==> config.mk <==
export PLATFORM = sky130hd
export DESIGN_NAME = fetch_ctrl_flat
export DESIGN_NICKNAME = d
export VERILOG_FILES = /design/src/rtl/fetch_ctrl_if.sv /design/src/rtl/fetch_ctrl.sv /design/src/flat_wrapper.sv
export SDC_FILE = /design/constraint.sdc
export NUM_CORES = 1
export LEC_CHECK = 0
export BUFFER_PORTS_ARGS = -buffer_cell sky130_fd_sc_hd__buf_2
export CAP_MARGIN = 20
export CORE_ASPECT_RATIO = 0.5
export CORE_MARGIN = 10
export CORE_UTILIZATION = 54
export DETAILED_ROUTE_END_ITERATION = 10
export GPL_TIMING_DRIVEN = 1
export PLACE_DENSITY_LB_ADDON = 0.1
export SYNTH_ARGS = -nofsm -noshare
export SYNTH_HDL_FRONTEND = slang
export SYNTH_SLANG_ARGS = --single-unit
==> constraint.sdc <==
create_clock -name clk -period 2.94 [get_ports clk]
set_clock_uncertainty 0.05 [all_clocks]
set_input_delay 0.294 -clock clk [delete_from_list [all_inputs] [get_ports clk]]
set_output_delay 0.294 -clock clk [all_outputs]
set_load 0.005 [all_outputs]
==> src/rtl/fetch_ctrl_if.sv <==
// Fetch-stage bundle: icache request/response, backend redirect and decode handshake.
// master = fetch_ctrl side, slave = icache/backend/decode side.
interface fetch_ctrl_if;
    logic         ic_req;
    logic [31:0]  ic_pc;
    logic         ic_ready;
    logic         ic_resp_valid;
    logic [127:0] ic_resp_inst;
    logic         redirect_valid;
    logic [31:0]  redirect_pc;
    logic         dec_valid;
    logic         dec_ready;
    logic [31:0]  dec_pc;
    logic [127:0] dec_inst;
    logic [3:0]   dec_mask;

    modport master (
        output ic_req, ic_pc, dec_valid, dec_pc, dec_inst, dec_mask,
        input  ic_ready, ic_resp_valid, ic_resp_inst, redirect_valid, redirect_pc, dec_ready
    );

    modport slave (
        input  ic_req, ic_pc, dec_valid, dec_pc, dec_inst, dec_mask,
        output ic_ready, ic_resp_valid, ic_resp_inst, redirect_valid, redirect_pc, dec_ready
    );
endinterface

==> src/rtl/fetch_ctrl.sv <==
// Fetch sequencer: one outstanding 4-wide icache fetch, packs responses into decode groups.
// Latency: icache response at t -> dec_valid at t+1; redirect at t -> new ic_pc at t+1 (or after stale drop).
// Backpressure: output register plus one-entry skid; fetching pauses while skid is full. FETCH_ALIGN_EN: 16B-aligned groups.
module fetch_ctrl #(
    parameter logic [31:0] RESET_PC = 32'hBFC0_0000
) (
    input  logic          clk,
    input  logic          rst_n,
    fetch_ctrl_if.master  fi
);

    typedef enum logic [1:0] {S_REQ, S_WAIT, S_HOLD, S_DROP} state_t;

    typedef struct packed {
        logic [31:0]  pc;
        logic [127:0] inst;
        logic [3:0]   mask;
    } grp_t;

    state_t      state_q, state_d;
    logic [31:0] fetch_pc_q, fetch_pc_d;
    logic        out_valid_q, out_valid_d;
    grp_t        out_q, out_d;
    logic        skid_valid_q, skid_valid_d;
    grp_t        skid_q, skid_d;

    grp_t        resp_grp;
    logic [31:0] req_pc;
    logic [31:0] next_pc;
    logic        out_free;

`ifdef FETCH_ALIGN_EN
    logic [3:0]  align_mask;

    always_comb begin
        req_pc     = fetch_pc_q & 32'hFFFF_FFF0;
        align_mask = 4'b1111 << fetch_pc_q[3:2];
        next_pc    = req_pc + 32'd16;
        resp_grp   = '0;
        resp_grp.pc   = req_pc;
        resp_grp.mask = align_mask;
        // Slots before the entry PC belong to the previous block and are zeroed.
        for (int i = 0; i < 4; i++) begin
            resp_grp.inst[32*i +: 32] = align_mask[i] ? fi.ic_resp_inst[32*i +: 32] : 32'h0;
        end
    end
`else
    always_comb begin
        req_pc        = fetch_pc_q;
        next_pc       = fetch_pc_q + 32'd16;
        resp_grp      = '0;
        resp_grp.pc   = fetch_pc_q;
        resp_grp.inst = fi.ic_resp_inst;
        resp_grp.mask = 4'b1111;
    end
`endif

    assign out_free = !out_valid_q || fi.dec_ready;

    always_comb begin
        state_d      = state_q;
        fetch_pc_d   = fetch_pc_q;
        out_valid_d  = out_valid_q;
        out_d        = out_q;
        skid_valid_d = skid_valid_q;
        skid_d       = skid_q;

        if (out_valid_q && fi.dec_ready) begin
            out_valid_d = 1'b0;
        end

        unique case (state_q)
            S_REQ: begin
                if (fi.ic_ready) state_d = S_WAIT;
            end
            S_WAIT: begin
                if (fi.ic_resp_valid) begin
                    fetch_pc_d = next_pc;
                    if (out_free) begin
                        out_d       = resp_grp;
                        out_valid_d = 1'b1;
                        state_d     = S_REQ;
                    end else begin
                        skid_d       = resp_grp;
                        skid_valid_d = 1'b1;
                        state_d      = S_HOLD;
                    end
                end
            end
            S_HOLD: begin
                if (out_free) begin
                    out_d        = skid_q;
                    out_valid_d  = 1'b1;
                    skid_valid_d = 1'b0;
                    state_d      = S_REQ;
                end
            end
            S_DROP: begin
                if (fi.ic_resp_valid) state_d = S_REQ;
            end
            default: state_d = S_REQ;
        endcase

        // Redirect wins over everything; an old request still in flight must be drained first.
        if (fi.redirect_valid) begin
            fetch_pc_d   = fi.redirect_pc & 32'hFFFF_FFFC;
            out_valid_d  = 1'b0;
            out_d        = out_q;
            skid_valid_d = 1'b0;
            skid_d       = skid_q;
            if ((state_q == S_WAIT && !fi.ic_resp_valid) ||
                (state_q == S_REQ && fi.ic_ready) ||
                (state_q == S_DROP && !fi.ic_resp_valid)) begin
                state_d = S_DROP;
            end else begin
                state_d = S_REQ;
            end
        end
    end

    always_ff @(posedge clk or negedge rst_n) begin
        if (!rst_n) begin
            state_q      <= S_REQ;
            fetch_pc_q   <= RESET_PC;
            out_valid_q  <= 1'b0;
            out_q        <= '0;
            skid_valid_q <= 1'b0;
            skid_q       <= '0;
        end else begin
            state_q      <= state_d;
            fetch_pc_q   <= fetch_pc_d;
            out_valid_q  <= out_valid_d;
            out_q        <= out_d;
            skid_valid_q <= skid_valid_d;
            skid_q       <= skid_d;
        end
    end

    assign fi.ic_req    = rst_n && (state_q == S_REQ);
    assign fi.ic_pc     = req_pc;
    assign fi.dec_valid = out_valid_q;
    assign fi.dec_pc    = out_q.pc;
    assign fi.dec_inst  = out_q.inst;
    assign fi.dec_mask  = out_q.mask;

endmodule
==> src/flat_wrapper.sv <==
// flat-port wrapper written by rule: the top's interface ports become plain ports
module fetch_ctrl_flat 
#(
    parameter logic [31:0] RESET_PC = 32'hBFC0_0000
)
  (clk, rst_n, fi_ic_req, fi_ic_pc, fi_dec_valid, fi_dec_pc, fi_dec_inst, fi_dec_mask, fi_ic_ready, fi_ic_resp_valid, fi_ic_resp_inst, fi_redirect_valid, fi_redirect_pc, fi_dec_ready);
  fetch_ctrl_if fi_i ();
  input  logic clk;
  input  logic rst_n;
  output wire logic [$bits(fi_i.ic_req)-1:0] fi_ic_req;
  output wire logic [$bits(fi_i.ic_pc)-1:0] fi_ic_pc;
  output wire logic [$bits(fi_i.dec_valid)-1:0] fi_dec_valid;
  output wire logic [$bits(fi_i.dec_pc)-1:0] fi_dec_pc;
  output wire logic [$bits(fi_i.dec_inst)-1:0] fi_dec_inst;
  output wire logic [$bits(fi_i.dec_mask)-1:0] fi_dec_mask;
  input wire logic [$bits(fi_i.ic_ready)-1:0] fi_ic_ready;
  input wire logic [$bits(fi_i.ic_resp_valid)-1:0] fi_ic_resp_valid;
  input wire logic [$bits(fi_i.ic_resp_inst)-1:0] fi_ic_resp_inst;
  input wire logic [$bits(fi_i.redirect_valid)-1:0] fi_redirect_valid;
  input wire logic [$bits(fi_i.redirect_pc)-1:0] fi_redirect_pc;
  input wire logic [$bits(fi_i.dec_ready)-1:0] fi_dec_ready;
  assign fi_ic_req = fi_i.ic_req;
  assign fi_ic_pc = fi_i.ic_pc;
  assign fi_dec_valid = fi_i.dec_valid;
  assign fi_dec_pc = fi_i.dec_pc;
  assign fi_dec_inst = fi_i.dec_inst;
  assign fi_dec_mask = fi_i.dec_mask;
  assign fi_i.ic_ready = fi_ic_ready;
  assign fi_i.ic_resp_valid = fi_ic_resp_valid;
  assign fi_i.ic_resp_inst = fi_ic_resp_inst;
  assign fi_i.redirect_valid = fi_redirect_valid;
  assign fi_i.redirect_pc = fi_redirect_pc;
  assign fi_i.dec_ready = fi_dec_ready;
  fetch_ctrl #(.RESET_PC(RESET_PC)) u_core (.clk(clk), .rst_n(rst_n), .fi(fi_i));
endmodule
==> impl_metrics.yaml <==
run_status:
  outcome: "completed"
worst_setup_path:
  crit_fanout: 13
  critPathKind: "reg2reg"
  critical_path_required_ns: 3.33
  critPathCaptureType: "flip-flop"
  critPathArrivalTime_ns: 2.95
  start_kind: "flip-flop"
pwr:
  pwr-share-seq_pct: 43.7
  combPwrFrac_pct: 30.1
  power_mw: 17.4
  vdd_drop_max_v: 0.000497
  powerDensity_nw_per_um2: 848
  cell_internal_pwr_mw: 12.3
  switchingPower_mw: 5.10
  switching_share_pct: 29.2
  leakage_nw: 9.85
  clkPwrFrac_pct: 26.2
logic_synthesis:
  ys.flop_type: "dfrtp_1"
  ys_types: 41
  netlist.area_leader.share_pct: 54.9
  ys_ff_latch: 351
  synth_edf_count: 0
  async_reset_ff_share_pct: 100
  yosysSeqAreaShare_pct: 56.4
  yosysTopAreaCell: "dfrtp_1"
  synth_area_um2: 15600
  synth_area_leaders: "dfrtp_1, mux2_2, mux2_1"
  syn_inst: 1069
  avgSynthCellArea_um2: 14.6
  yosys_warnings: 0
drt:
  wl_per_cell_um: 20.4
  antenna_left: 0
  drc: 0
  dr.pass1.iters: 4
  vias: 10700
  initialDrtViolationCount: 486
  met1_length_um: 15400
  top_layer: "met4"
  vias_per_cell: 5.41
  route.met2.wl_um: 21100
  wl_um: 40300
  met3_length_um: 2030
global_route:
  first_global_vias: 11700
  grt_pass1_wl_um: 63700
  grt_overflow: 0
  grt_max_degree: 132
  antenna_found_initial: 1
  grt.total_usage_pct: 21.6
sta:
  post-route-min-period_ns: 2.56
  slew_headroom_pct: 51.9
  fmax_mhz: 391
  worst_pin_slew_ns: 0.721
  finalSetupTns_ns: 0
  hold_viol_final: 0
  rsz0062_at_grt: "no"
  setup_violations: 0
  maxSlewViolCount: 0
  post-route-period-util_pct: 87.0
die:
  die_h_um: 140
  start_util_pct: 55.5
  die_w_um: 260
  die_area_um2: 36500
  io_pins: 364
  coreArea_um2: 28100
  rows: 43
clock_network:
  post-cts-setup-buffer-count: 0
  clkSinkCount: 351
  cts_max_path_buffers: 3
  cts_tree: "yes"
  clk_latency_ns: 0.52
  cts_buffers: 34
  cts_root_buf: "clkbuf_16"
  htree_levels: 2
  clk_pin_slew_ns: 0.06
placement:
  dpl.hpwl_um: 26500
  globalplace.congestion: 0.791
  numPortBuffers: 357
final_layout:
  area_growth_pct: 32.0
  multiInputGateArea_um2: 6450
  mostFrequentLayoutCells: "mux2_2, buf_2, dfrtp_1"
  seq_area_um2: 8790
  nNetsFinal: 1739
  layout_commonest_cell: "mux2_2"
  drive_gt1_share_pct: 51.1
  final.fill_count: 1887
worst_hold_path:
  hold_path.class: "in2reg"
flow_run:
  maxCapViolations: 0
-- state kept, by name, indices dropped and copies added, names as in the netlist --
name                 flops
u_core.fi.ic_pc         30
u_core.fi.dec_pc        30
u_core.skid_q          159
u_core.state_q           2
u_core.fi.dec_valid      1
u_core.fi.dec_inst     128
u_core.fi.dec_mask       1
-- repair_timing --
action | 4_1_cts | 5_1_grt
hold buffers | 159 | 0
hold endpoints to repair | 190 | 0
resized for setup | 0 | 0
endpoints found under the setup margin | 0 | 0
-- Yosys cell counts, drive strengths merged, types with 2 or more instances --
cell,number
mux2,477
dfrtp,342
buf,48
nand2,29
clkbuf,24
o21ai,19
xor2,13
a31oi,12
nor2,12
nand3,11
or4,11
nand4,10
dfstp,9
o31ai,7
and4,6
ha,6
inv,5
and3,4
or3,4
nand2b,3
o211ai,3
and2,2
mux2i,2
-- per-layer routing --
| metal | vias to the layer above | GRT usage, % |
|---|---|---|
| li1 | 4859 | - |
| met1 | 5454 | 24.0 |
| met2 | 259 | 39.0 |
| met3 | 104 | 4.95 |
| met4 | 0 | 9.34 |
| met5 | - | 0 |
-- worst paths after layout --
check / to / cells after the start / startpoint / slack, ns
min in group asynchronous: u_core.skid_q[77]$_DFFE_PN0P_ / 2 / rst_n / 0.19
setup / recovery: u_core.fi.ic_pc[28]$_DFFE_PN1P_ / 6 / u_core.state_q[1]$_DFFE_PN0P_ / 0.38
max in group asynchronous: u_core.fi.dec_inst[10]$_DFFE_PN0P_ / 3 / rst_n / 1.65
hold reg to reg: u_core.skid_q[0]$_DFFE_PN0P_ / 1 / u_core.skid_q[0]$_DFFE_PN0P_ / 0.42
setup reg to reg: u_core.fi.ic_pc[28]$_DFFE_PN1P_ / 6 / u_core.state_q[1]$_DFFE_PN0P_ / 0.38
hold / removal: u_core.fi.dec_valid$_DFF_PN0_ / 2 / fi_redirect_valid / 0.06
-- power by group through the flow --
stage	combinational, mW	clock (mW)	sequential, mW
3_3_place_gp	4.98	0	7.51
2_1_floorplan	2.84	0	7.57
5_1_grt	5.72	4.88	7.84
4_1_cts	5.34	4.67	7.60
6_report	5.25	4.57	7.62
3_5_place_dp	5.15	0	7.67
-- critical path: stages (launching register included) --
cell,delay [ns]
dfrtp_1,0.46
inv_1,0.12
ha_1,0.29
and4_1,0.42
nand4_2,0.34
or4_1,0.59
a31oi_1,0.20
-- logic make-up (layout without fill, tap and decap cells) --
group / Yosys count / count (layout) / synth area share (%)
flip-flops: 351 / 351 / 56.4
multiplexers: 479 / 479 / 34.6
other: 1 / 5 / 0.0241
AO/OA/AOI/OAI: 46 / 46 / 1.81
AND/OR/NAND/NOR: 95 / 95 / 3.48
buffers and inverters: 78 / 598 / 2.46
XOR/XNOR: 13 / 13 / 0.730
adder cells (fa/ha/maj): 6 / 6 / 0.482
-- through the flow --
step | setup slack (ns) | instance area, um2 | cells | hold slack [ns] | utilization (%)
2_1_floorplan | 0.744 | 15600 | 1072 | -0.0516 | -
3_3_place_gp | 0.539 | 17800 | 1754 | 0.143 | 63.4
3_5_place_dp | 0.452 | 17800 | 1754 | 0.145 | 63.4
4_1_cts | 0.409 | 20600 | 1974 | 0.0418 | 73.3
5_1_grt | 0.235 | 20600 | 1975 | 0.0620 | 73.3
6_report | 0.382 | 20600 | 1975 | 0.0580 | 73.3
-- final cells by class --
cell class              count  share of cell area [%]
clock buffers              46                    4.91
multi-input cells         643                    31.3
repair buffers            531                    17.8
well taps                 382                    2.32
flip-flops and latches    351                    42.7
inverters                   6                   0.109
clock inverters            15                   0.772
diodes                      1                  0.0122
Power figures use the tool's default switching activity.
